**config.mk**
```make
export PLATFORM = sky130hd
export DESIGN_NAME = ram_access_ctrl
export DESIGN_NICKNAME = d
export VERILOG_FILES = /design/src/rtl/mem_pkg.sv /design/src/rtl/ram_access_ctrl_load_ext.sv /design/src/rtl/ram_access_ctrl.sv
export SDC_FILE = /design/constraint.sdc
export NUM_CORES = 1
export LEC_CHECK = 0
export CORE_MARGIN = 5
export CORE_UTILIZATION = 48
export CTS_CLUSTER_DIAMETER = 30
export DETAILED_ROUTE_END_ITERATION = 10
export PLACE_DENSITY = 0.81
export SETUP_SLACK_MARGIN = 0.05
export SYNTH_ARGS = -nofsm -noshare
export SYNTH_HDL_FRONTEND = slang
export SYNTH_SLANG_ARGS = --single-unit
```
**constraint.sdc**
```tcl
create_clock -name clk -period 1.9 [get_ports clk]
set_input_delay 0.285 -clock clk [delete_from_list [all_inputs] [get_ports clk]]
set_output_delay 0.285 -clock clk [all_outputs]
set_load 0.03 [all_outputs]
```
**src/rtl/mem_pkg.sv**
```systemverilog
// ---------------------------------------------------------------------------
// mem_pkg
// Shared types, constants and helpers for the RAM load/store front end.
//   size_e   : request size encoding (2'b11 is illegal and has no member)
//   state_e  : access FSM states
//   MASK_*   : RAM write masks (1 = bit NOT written)
//   isBadReq : flags illegal sizes and misaligned addresses
//   storeMask / storeLoData : lane mask and data for the first store beat
// ---------------------------------------------------------------------------
package mem_pkg;

  typedef enum logic [1:0] {
    SZ_BYTE = 2'b00,
    SZ_HALF = 2'b01,
    SZ_WORD = 2'b10
  } size_e;

  typedef enum logic [2:0] {
    ST_IDLE,
    ST_ISSUE_LO,
    ST_ISSUE_HI,
    ST_WAIT,
    ST_RESP
  } state_e;

  localparam logic [15:0] MASK_NONE    = 16'h0000;
  localparam logic [15:0] MASK_ALL     = 16'hFFFF;
  localparam logic [15:0] MASK_LO_BYTE = 16'hFF00;
  localparam logic [15:0] MASK_HI_BYTE = 16'h00FF;

  // Size 2'b11 is illegal; halves need addr[0]=0 and words need addr[1:0]=00.
  function automatic logic isBadReq(input logic [1:0] size, input logic [1:0] addrLo);
    logic bad;
    case (size)
      SZ_BYTE: bad = 1'b0;
      SZ_HALF: bad = addrLo[0];
      SZ_WORD: bad = (addrLo != 2'b00);
      default: bad = 1'b1;
    endcase
    return bad;
  endfunction

  // Byte stores write only the addressed lane; wider stores write the whole entry.
  function automatic logic [15:0] storeMask(input logic [1:0] size, input logic addr0);
    logic [15:0] m;
    if (size == SZ_BYTE) m = addr0 ? MASK_HI_BYTE : MASK_LO_BYTE;
    else                 m = MASK_NONE;
    return m;
  endfunction

  // The store byte is replicated to both lanes so the mask alone picks the lane.
  function automatic logic [15:0] storeLoData(input logic [1:0] size, input logic [15:0] data);
    logic [15:0] d;
    if (size == SZ_BYTE) d = {data[7:0], data[7:0]};
    else                 d = data;
    return d;
  endfunction

endpackage

```
**src/rtl/ram_access_ctrl_load_ext.sv**
```systemverilog
// ---------------------------------------------------------------------------
// load_ext
// Combinational lane select plus sign/zero extension of load data.
//   i_raw      : raw data, {hi entry, lo entry} for words, lo entry in [15:0]
//   i_size     : request size (SZ_BYTE / SZ_HALF / SZ_WORD)
//   i_addrLsb  : byte address bit 0, picks the byte lane
//   i_unsigned : 1 = zero-extend, 0 = sign-extend
//   o_data     : 32-bit extended result (0 for an illegal size)
// ---------------------------------------------------------------------------
module load_ext
  import mem_pkg::*;
(
  input  logic [31:0] i_raw,
  input  logic [1:0]  i_size,
  input  logic        i_addrLsb,
  input  logic        i_unsigned,
  output logic [31:0] o_data
);

  logic [7:0] w_byte;
  logic       w_byteSign;
  logic       w_halfSign;

  assign w_byte     = i_addrLsb ? i_raw[15:8] : i_raw[7:0];
  assign w_byteSign = w_byte[7] & ~i_unsigned;
  assign w_halfSign = i_raw[15] & ~i_unsigned;

  always_comb begin
    o_data = 32'h0;
    case (i_size)
      SZ_BYTE: o_data = {{24{w_byteSign}}, w_byte};
      SZ_HALF: o_data = {{16{w_halfSign}}, i_raw[15:0]};
      SZ_WORD: o_data = i_raw;
      default: o_data = 32'h0;
    endcase
  end

endmodule

```
**src/rtl/ram_access_ctrl.sv**
```systemverilog
// ---------------------------------------------------------------------------
// ram_access_ctrl
// Load/store front end for the 256x16 block RAM. Sequences byte, half and
// word requests (9-bit byte address, little-endian) onto the single 16-bit
// RAM port and returns extended load data.
//   clk, rst_n          : clock, asynchronous active-low reset
//   req_*               : request channel (valid/ready handshake)
//   resp_*              : one-cycle response pulse with error flag and data
//   ram_raddr/re        : RAM read port (data returns one cycle later)
//   ram_waddr/we/mask/wdata : RAM write port, mask bit 1 = not written
//   ram_rdata           : RAM read data
// All outputs are registered; RAM pins are set one edge ahead, from the
// request captured at accept or from the registered request afterwards.
// ---------------------------------------------------------------------------
module ram_access_ctrl
  import mem_pkg::*;
(
  input  logic        clk,
  input  logic        rst_n,
  input  logic        req_valid,
  output logic        req_ready,
  input  logic        req_we,
  input  logic [1:0]  req_size,
  input  logic        req_unsigned,
  input  logic [8:0]  req_addr,
  input  logic [31:0] req_wdata,
  output logic        resp_valid,
  output logic        resp_err,
  output logic [31:0] resp_rdata,
  output logic [7:0]  ram_raddr,
  output logic        ram_re,
  output logic [7:0]  ram_waddr,
  output logic        ram_we,
  output logic [15:0] ram_mask,
  output logic [15:0] ram_wdata,
  input  logic [15:0] ram_rdata
);

  state_e      r_state;
  logic        r_we;
  logic [1:0]  r_size;
  logic        r_unsigned;
  logic [8:0]  r_addr;
  logic [31:0] r_wdata;
  logic [15:0] r_lo;

  logic        w_accept;
  logic [31:0] w_raw;
  logic [31:0] w_extData;

  assign w_accept = req_valid && req_ready;

  // In WAIT the RAM presents the last entry read; words pair it with the
  // low half captured during ISSUE_HI.
  assign w_raw = (r_size == SZ_WORD) ? {ram_rdata, r_lo} : {16'h0, ram_rdata};

  load_ext u_loadExt (
    .i_raw      (w_raw),
    .i_size     (r_size),
    .i_addrLsb  (r_addr[0]),
    .i_unsigned (r_unsigned),
    .o_data     (w_extData)
  );

  // Single FSM: RAM pins default to inactive every cycle and are raised
  // only for the state being entered.
  always_ff @(posedge clk or negedge rst_n) begin
    if (!rst_n) begin
      r_state    <= ST_IDLE;
      r_we       <= 1'b0;
      r_size     <= 2'b00;
      r_unsigned <= 1'b0;
      r_addr     <= 9'h0;
      r_wdata    <= 32'h0;
      r_lo       <= 16'h0;
      req_ready  <= 1'b1;
      resp_valid <= 1'b0;
      resp_err   <= 1'b0;
      resp_rdata <= 32'h0;
      ram_raddr  <= 8'h0;
      ram_re     <= 1'b0;
      ram_waddr  <= 8'h0;
      ram_we     <= 1'b0;
      ram_mask   <= MASK_ALL;
      ram_wdata  <= 16'h0;
    end else begin
      resp_valid <= 1'b0;
      ram_raddr  <= 8'h0;
      ram_re     <= 1'b0;
      ram_waddr  <= 8'h0;
      ram_we     <= 1'b0;
      ram_mask   <= MASK_ALL;
      ram_wdata  <= 16'h0;

      case (r_state)
        ST_IDLE: begin
          if (w_accept) begin
            r_we       <= req_we;
            r_size     <= req_size;
            r_unsigned <= req_unsigned;
            r_addr     <= req_addr;
            r_wdata    <= req_wdata;
            req_ready  <= 1'b0;
            if (isBadReq(req_size, req_addr[1:0])) begin
              r_state    <= ST_RESP;
              resp_valid <= 1'b1;
              resp_err   <= 1'b1;
              resp_rdata <= 32'h0;
            end else begin
              r_state <= ST_ISSUE_LO;
              if (req_we) begin
                ram_waddr <= req_addr[8:1];
                ram_we    <= 1'b1;
                ram_mask  <= storeMask(req_size, req_addr[0]);
                ram_wdata <= storeLoData(req_size, req_wdata[15:0]);
              end else begin
                ram_raddr <= req_addr[8:1];
                ram_re    <= 1'b1;
              end
            end
          end
        end

        ST_ISSUE_LO: begin
          if (r_size == SZ_WORD) begin
            r_state <= ST_ISSUE_HI;
            if (r_we) begin
              ram_waddr <= r_addr[8:1] + 8'd1;
              ram_we    <= 1'b1;
              ram_mask  <= MASK_NONE;
              ram_wdata <= r_wdata[31:16];
            end else begin
              ram_raddr <= r_addr[8:1] + 8'd1;
              ram_re    <= 1'b1;
            end
          end else if (r_we) begin
            r_state    <= ST_RESP;
            resp_valid <= 1'b1;
            resp_err   <= 1'b0;
            resp_rdata <= 32'h0;
          end else begin
            r_state <= ST_WAIT;
          end
        end

        ST_ISSUE_HI: begin
          if (r_we) begin
            r_state    <= ST_RESP;
            resp_valid <= 1'b1;
            resp_err   <= 1'b0;
            resp_rdata <= 32'h0;
          end else begin
            r_state <= ST_WAIT;
            r_lo    <= ram_rdata;
          end
        end

        ST_WAIT: begin
          r_state    <= ST_RESP;
          resp_valid <= 1'b1;
          resp_err   <= 1'b0;
          resp_rdata <= w_extData;
        end

        ST_RESP: begin
          r_state    <= ST_IDLE;
          req_ready  <= 1'b1;
          resp_err   <= 1'b0;
          resp_rdata <= 32'h0;
        end

        default: begin
          r_state   <= ST_IDLE;
          req_ready <= 1'b1;
        end
      endcase
    end
  end

endmodule

```
==> out/summary.md, run 1 <==
The run finished with clean final reports. The H-tree was split into 4 levels. The netlist area before placement was 5180 um2; the synthesis-stage register bit count was 119. The synthesis-to-layout area growth was 45.1%. The cell at the slowest stage of the critical path was clkdlybuf4s50_1.

The highest clock frequency the design can meet was 553 MHz; the worst vdd rail ir drop was 696 uV. The effective utilization at floorplan came out at 0.484. The critical setup path kind was flop to primary output. Setup violations remaining at the end of the flow were counted as 0. The ratio of cells with drive above 1 in the final layout was 0.203; the CTS buffer count was 17.

Detailed placement ended at an HPWL of 9720 um. For the critical path arrival, the log shows 1.52 ns. The run gives 5 as the iteration count of the initial detailed-routing pass. The number of buffers and inverters on the critical path works out to 1. The cell count after placement was 697; the count of cell instances traversed by the critical path was 1. TritonCTS built the clock tree. Port buffering added 148 buffers. The peak fanout along the critical path came out at 1. After synthesis, the cell types taking the most area are dfrtp_1, mux2_2, o2bb2ai_1.

The class of the tightest hold or removal check was input port to asynchronous set/reset pin. Counting cells, the worst reg-to-reg path comes to 6. The final layout contains 642 nets. Entering global routing, the biggest net connects 50 pins.

The detailed-route vias per instance is 5.63, and the clock skew is 0.00668 ns. The tools report the count of pins over their slew limit as 0. The area share of the leading cell type in the synthesized netlist came out at 0.560.

The tools report the clock root buffer as clkbuf_8. The global-route usage over all layers was 0.219; the actual transition at the worst max-transition pin was 0.703 ns. The tools report the number of global-route vias before repair as 4344. The routed design has 13900 um of wire.

The core region is 10700 um2. After detailed routing, the number of remaining DRC violations is 0. The total power after layout was 10700 uW. In this run the count of I/O pins placed on the die edge is 149.

The share of the core filled with cells in the final layout was 0.703; the total overflow reported by the global router was 0. The width of the chip came out at 114 um. The tools report the initial DRC count as 190. The number of antenna diodes in the final layout is 0.

The die outline height is 114 um, and the stage delay of the slowest cell on the critical path is 0.69 ns. Once detail routing completed, the nets flagged for antenna violations numbered 0. The tools report the global-route wire length before repair as 22400 um. Row generation in the floorplan step produced 38 rows. The worst setup path is launched from a flop. The mean cell area of the mapped netlist was 12.4 um2.

At the worst endpoint, the required time is 1.62 ns. For the number of instances in the synthesized netlist, the log shows 417. Setup repair after global routing could not meet its margin everywhere. The run gives 119 as the count of clock tree sinks. The sequential fraction of the synthesis area came out at 0.575. No sink is reached through more buffers than the 2 on the longest clock path. Walking the worst path, the cells encountered are clkdlybuf4s50_1. The routed length per instance was 19.0 um; the power density relative to cell area was 1430 nW/um2. Of all cell types, the one taking the most synthesized area is dfrtp_1.

The number of maximum-capacitance violations was 0. Most common cell after layout, fill and taps aside: dfrtp_1. At the later pin of the worst-skew pair, clock insertion delay measures 0.50 ns. The initial antenna violation count is 0. The finished layout holds 730 standard cells, fillers aside. Clock-pin slew was measured on the worst setup and hold paths at 0.06 ns. Detailed routing inserted a total of 4108 vias. The worst path needs 1.81 ns of the cycle, external delays included. The die area is 13000 um2, and the leakage power summed over all cells is 0.00355 uW.

The worst slew margin relative to its limit is 0.531. In the layout the commonest cells are dfrtp_1, clkdlybuf4s50_1, mux2_2. During synthesis, Yosys emitted a total of 0 warnings. The logs give 0.835 for the final RePlAce weighted congestion and 40 for the count of cell types in the netlist. The cell family contributing the most delay on the critical path is buffers and inverters.

The worst setup path is captured at a primary output. The tools report the total nets after synthesis as 482. The number of failing hold endpoints at the final stage was 0. The final cycle utilization of the critical path works out to 0.952.
[registers in the layout, summed over array words and instances, names as in the netlist, 3 cells and up]
name,flops
resp_rdata,32
r_lo,16
r_wdata,16
ram_wdata,16
r_addr,9
ram_raddr,8
ram_waddr,8
r_state,3
[kinds of logic (layout without fill, tap and decap cells)]
| family | count (synthesis) | in the layout | synth area share |
|---|---|---|---|
| XOR/XNOR | 6 | 6 | 0.0101 |
| AO/OA/AOI/OAI | 136 | 136 | 0.190 |
| multiplexers | 52 | 52 | 0.111 |
| buffers and inverters | 45 | 218 | 0.0509 |
| adder cells (fa/ha/maj) | 1 | 1 | 0.00241 |
| AND/OR/NAND/NOR | 58 | 58 | 0.0608 |
| flip-flops | 119 | 119 | 0.575 |
[area by class of cell]
| class | instances | area [um2] |
|---|---|---|
| fillers | 724 | 3180 |
| flip-flops and latches | 119 | 2980 |
| inverters | 5 | 18.8 |
| clock inverters | 13 | 155 |
| repair buffers | 181 | 1820 |
| clock buffers | 19 | 422 |
| multi-input cells | 253 | 1940 |
| well taps | 140 | 175 |
[cell usage after synthesis, drive strengths merged]
master	number
a2111oi	1
a211oi	3
a21o	9
a21oi	39
a22o	10
a22oi	9
a2bb2oi	1
a32o	9
a41oi	1
and3	3
buf	31
clkbuf	9
dfrtp	116
dfstp	3
ha	1
inv	5
mux2	43
mux2i	9
nand2	24
nand2b	3
nand3	6
nor2	11
nor2b	2
nor3	3
nor4	1
o21ai	22
o22ai	1
o2bb2ai	31
or3	2
or3b	1
or4	2
xnor2	2
xor2	4
[per-layer routing]
metal	wire length, um	share of wire	GRT usage	up-vias
li1	-	-	-	1846
met5	0	0	0	-
met3	1250	0.090	0.0838	26
met4	228	0.016	0.0657	0
met1	5510	0.40	0.259	2024
met2	6880	0.50	0.374	212
[timing repair]
item	in CTS	in global routing
endpoints found under the hold margin	32	0
buffers inserted	0	0
gates cloned	0	0
pin swaps	0	0
resized for setup	35	17
setup endpoints to repair	35	27
hold buffers	1	0
[report_power, final]
part	leakage, uW	internal [uW]	switching (uW)
Combinational	0.00172	1770	2090
Sequential	0.00155	3260	513
Clock	0.000278	1990	1100
Total	0.00355	7010	3710
[final timing paths]
path	start	to	slack, ns
max	ram_wdata[8]	ram_wdata[8]	0.09
min	rst_n	ram_waddr[3]	0.28
max reg2reg	req_ready	ram_raddr[6]	0.17
min reg2reg	resp_rdata[9]	resp_rdata[9]	0.47
max in group asynchronous	rst_n	req_ready	0.94
min in group clk	req_wdata[17]	r_wdata[17]	0.39
[stage by stage]
step | area (um2) | TNS, ns | worst slack (ns) | hold slack [ns]
3_3_place_gp | 6930 | -0.276 | -0.0405 | 0.267
2_1_floorplan | 5180 | 0 | 0.182 | -0.0106
5_1_grt | 7520 | 0 | 0.0220 | 0.314
3_5_place_dp | 6930 | -1.38 | -0.0942 | 0.273
4_1_cts | 7480 | 0 | 0.0505 | 0.280
6_report | 7520 | 0 | 0.0913 | 0.285
Power figures use the tool's default switching activity.
==> run 2: changes to the inputs <==
Settings changed: GPL_TIMING_DRIVEN set to 0.
==> run 2 against run 1 <==
Against the previous run: die area unchanged; largest power group unchanged; sequential share of layout area is 0.16 points lower; worst hold slack worse by 0.18 ns; count of clock-buffer cells in the layout is the same; largest cell class unchanged.
==> out/summary.md, run 2 (synthesized netlist as in run 1, its figures left out) <==
The flow ran to the end, and the final reports show no timing, DRC or antenna violations. Cell breakdown of the critical path: clkdlybuf4s50_1 (unchanged). For the number of global-route vias before repair, the log shows 4339 (was 4344). The die area is 13000 um2 (unchanged), and the area of the multi-input gates is 2000 um2 (was 1940 um2).

The logs give 4 (unchanged) for the H-tree depth reported by CTS and 0 (unchanged) for the number of nets with antenna violations after routing. The clock period minus worst slack works out to 1.82 ns (was 1.81 ns). Initial DRC count: 200 (was 190). Critical path arrival: 1.53 ns (was 1.52 ns). The logs give 0.300 (was 0.288) for the clock network fraction of total power and 0.0812 ns (was 0.0913 ns) for the setup slack of the critical path after layout.

The tools report the critical path capture point type as a primary output (unchanged). TritonCTS built the clock tree. The storage element area came out at 2980 um2 (about the same). The number of maximum-capacitance violations came out at 0 (unchanged). The flip-flop count of the largest register after layout is 32 (unchanged), and the width of the chip is 114 um (unchanged).

The actual transition at the worst max-transition pin is 0.974 ns (was 0.703 ns), and the number of antenna diodes is 0 (unchanged). The tools report the DRC violation count after routing as 0 (unchanged). Top library cells by usage in the layout, fill and taps aside: dfrtp_1, clkdlybuf4s50_1, mux2_2 (unchanged).

The detailed-route vias per instance is 5.60 (was 5.63), and the number of vias in the routed layout is 4186 (was 4108). The largest net degree at the start of global routing was 66 (was 50). Class of the tightest hold or removal check: input port to flop (was input port to asynchronous set/reset pin). The final cycle utilization of the critical path is 0.957 (was 0.952). The critical setup path kind was flop to primary output (unchanged). The peak fanout along the critical path was 2 (was 1); the cell-internal power was 7200 uW (was 7010 uW). The clock-pin slew on the worst setup and hold paths is 0.06 ns (about the same).

The logs give 0.362 (was 0.360) for the combinational share of power and 0.348 (was 0.531) for the worst slew margin relative to its limit. The stage delay of the slowest cell on the critical path is 0.68 ns (was 0.69 ns), and the insertion delay to the later sink of the worst-skew pair is 0.52 ns (was 0.50 ns). Ratio of cells with drive above 1 in the final layout: 0.250 (was 0.203). The tools report the routed wire length as 14400 um (was 13900 um). The tools report the count of clock tree sinks as 119 (unchanged). Cell at the slowest stage of the critical path: clkdlybuf4s50_1 (unchanged). The cell count of the worst reg-to-reg path came out at 5 (was 6).

The tools report the post-placement setup slack as -0.296 ns (was -0.0942 ns). The run gives 0.848 (was 0.835) as the final RePlAce weighted congestion. The family with the most delay on the worst path was buffers and inverters (unchanged).

The count of pins over their slew limit came out at 0 (unchanged). The row count came out at 38 (unchanged). The number of failing hold endpoints at the final stage was 0 (unchanged). The launching instance or port of the critical path was resp_rdata[14] (was ram_wdata[8]).

The total overflow reported by the global router was 0 (unchanged); the register-to-register setup slack was 0.09 ns (was 0.17 ns). Die outline height: 114 um (unchanged). The initial antenna violation count was 0 (unchanged).

The worst vdd rail ir drop was 676 uV (was 696 uV); the switching part of the total power was 0.353 (was 0.346). The tools report the launching element type of the critical path as a flop (unchanged). The number of port buffers is 147 (was 148), and the switching component of the power is 3930 uW (was 3710 uW). Global-route usage over all layers: 0.224 (was 0.219). Capturing instance or port of the critical path: resp_rdata[14] (was ram_wdata[8]). Setup repair after global routing could not meet its margin everywhere. The placed cell area was 6850 um2 (was 6930 um2).

The most common cell after layout, fill and taps aside is dfrtp_1 (unchanged). The tools report the iteration count of the initial detailed-routing pass as 5 (unchanged). Endpoint of the worst register-to-register path: r_addr[8] (was ram_raddr[6]). The effective utilization at floorplan was 0.484 (unchanged); the power density relative to cell area was 1470 nW/um2 (was 1430 nW/um2). For the clock skew, the log shows 0.0102 ns (was 0.00668 ns). The number of buffers and inverters on the critical path is 1 (unchanged), and the highest clock frequency the design can meet is 550 MHz (was 553 MHz).

The number of buffers between clock root and the deepest sink was 2 (unchanged); the finished layout cell area was 7560 um2 (was 7520 um2). The leakage power summed over all cells came out at 0.00356 uW (was 0.00355 uW). The required time of the critical path is 1.62 ns (about the same). Area of the core: 10700 um2 (unchanged). Register with the most flip-flops: resp_rdata (unchanged). The tools report the sequential group share of total power as 0.338 (was 0.352). The number of top-level pins is 149 (unchanged). Post-detailed-placement half-perimeter wirelength: 9800 um (was 9720 um). The net count of the finished layout is 660 (was 642), and the count of cell instances traversed by the critical path is 1 (unchanged). CTS buffer count: 17 (unchanged). The tools report the clock root buffer as clkbuf_8 (unchanged). The setup violation total in the final timing report was 0 (unchanged); the fill cell total of the finished layout was 714 (was 724). The run gives 22600 um (was 22400 um) as the global-route wire length before repair.

The synthesis-to-layout area growth came out at 45.8% (was 45.1%). The tools report the launching point of the worst reg2reg path as r_state[0] (was req_ready). Routed length per instance: 19.3 um (was 19.0 um).
==> run 2: cell count changes in the layout (fill, tap and decap cells not counted), moves of 3 or more <==
| cell | change |
|---|---|
| dlymetal6s2s_1 | -4 |
| clkinv_4 | +4 |
| clkinv_2 | -5 |
| clkbuf_1 | +7 |
| buf_2 | +15 |
| clkbuf_2 | +3 |
| buf_12 | -8 |
| buf_4 | +12 |
| dlygate4sd2_1 | -10 |
==> run 2: worst min-delay path by stage <==
stage / start / cells past startpoint / end
detailed placement: rst_n / 1 / ram_raddr[3]
CTS: req_size[0] / 3 / r_size[0]
global placement: r_wdata[25] / 2 / ram_wdata[9]
finish: req_size[0] / 3 / r_size[0]
global route: req_size[0] / 3 / r_size[0]
floorplan: rst_n / 0 / r_addr[0]
==> run 2: layout make-up <==
type,count,area share
clock inverters,13,0.0260
inverters,5,0.00248
flip-flops and latches,119,0.395
plain buffers,39,0.0338
multi-input cells,254,0.264
well taps,140,0.0232
clock buffers,19,0.0558
repair buffers,159,0.200
==> run 2: power groups by stage <==
| stage | clock network, uW | registers [uW] | logic, uW |
|---|---|---|---|
| detailed placement | 0 | 3750 | 3850 |
| global placement | 0 | 3720 | 3730 |
| floorplan | 0 | 4050 | 2210 |
| CTS | 3360 | 3740 | 3890 |
| finish | 3340 | 3760 | 4030 |
| global route | 3490 | 3840 | 4340 |
==> run 2: repair_timing <==
action | 4_1_cts | 5_1_grt
endpoints found under the setup margin | 92 | 103
hold endpoints to repair | 52 | 0
gates resized for setup | 80 | 46
cloned | 0 | 1
buffers inserted | 3 | 7
hold buffers | 1 | 0
pin swaps | 4 | 4
==> run 2: per-stage QoR <==
stage	TNS [ns]	power (uW)	cells	utilization	hold slack [ns]
after detailed placement	-12.61	7600	705	0.641	0.363
after CTS	0	11000	741	0.701	0.0694
final	0	11100	748	0.706	0.102
after floorplan	0	6260	417	-	-0.0106
after global routing	0	11700	748	0.706	0.120
after global placement	-456.80	7450	704	0.638	0.458
==> run 2: tightest hold or removal path, stage by stage <==
cell     delay, ns
buf_2         0.15
nand2_1       0.06
o21ai_0       0.08
==> run 2: routing by layer <==
metal,wire (um),track usage
met1,5830,0.279
met2,7060,0.373
met3,1240,0.0653
met4,310,0.0808
met5,0,0
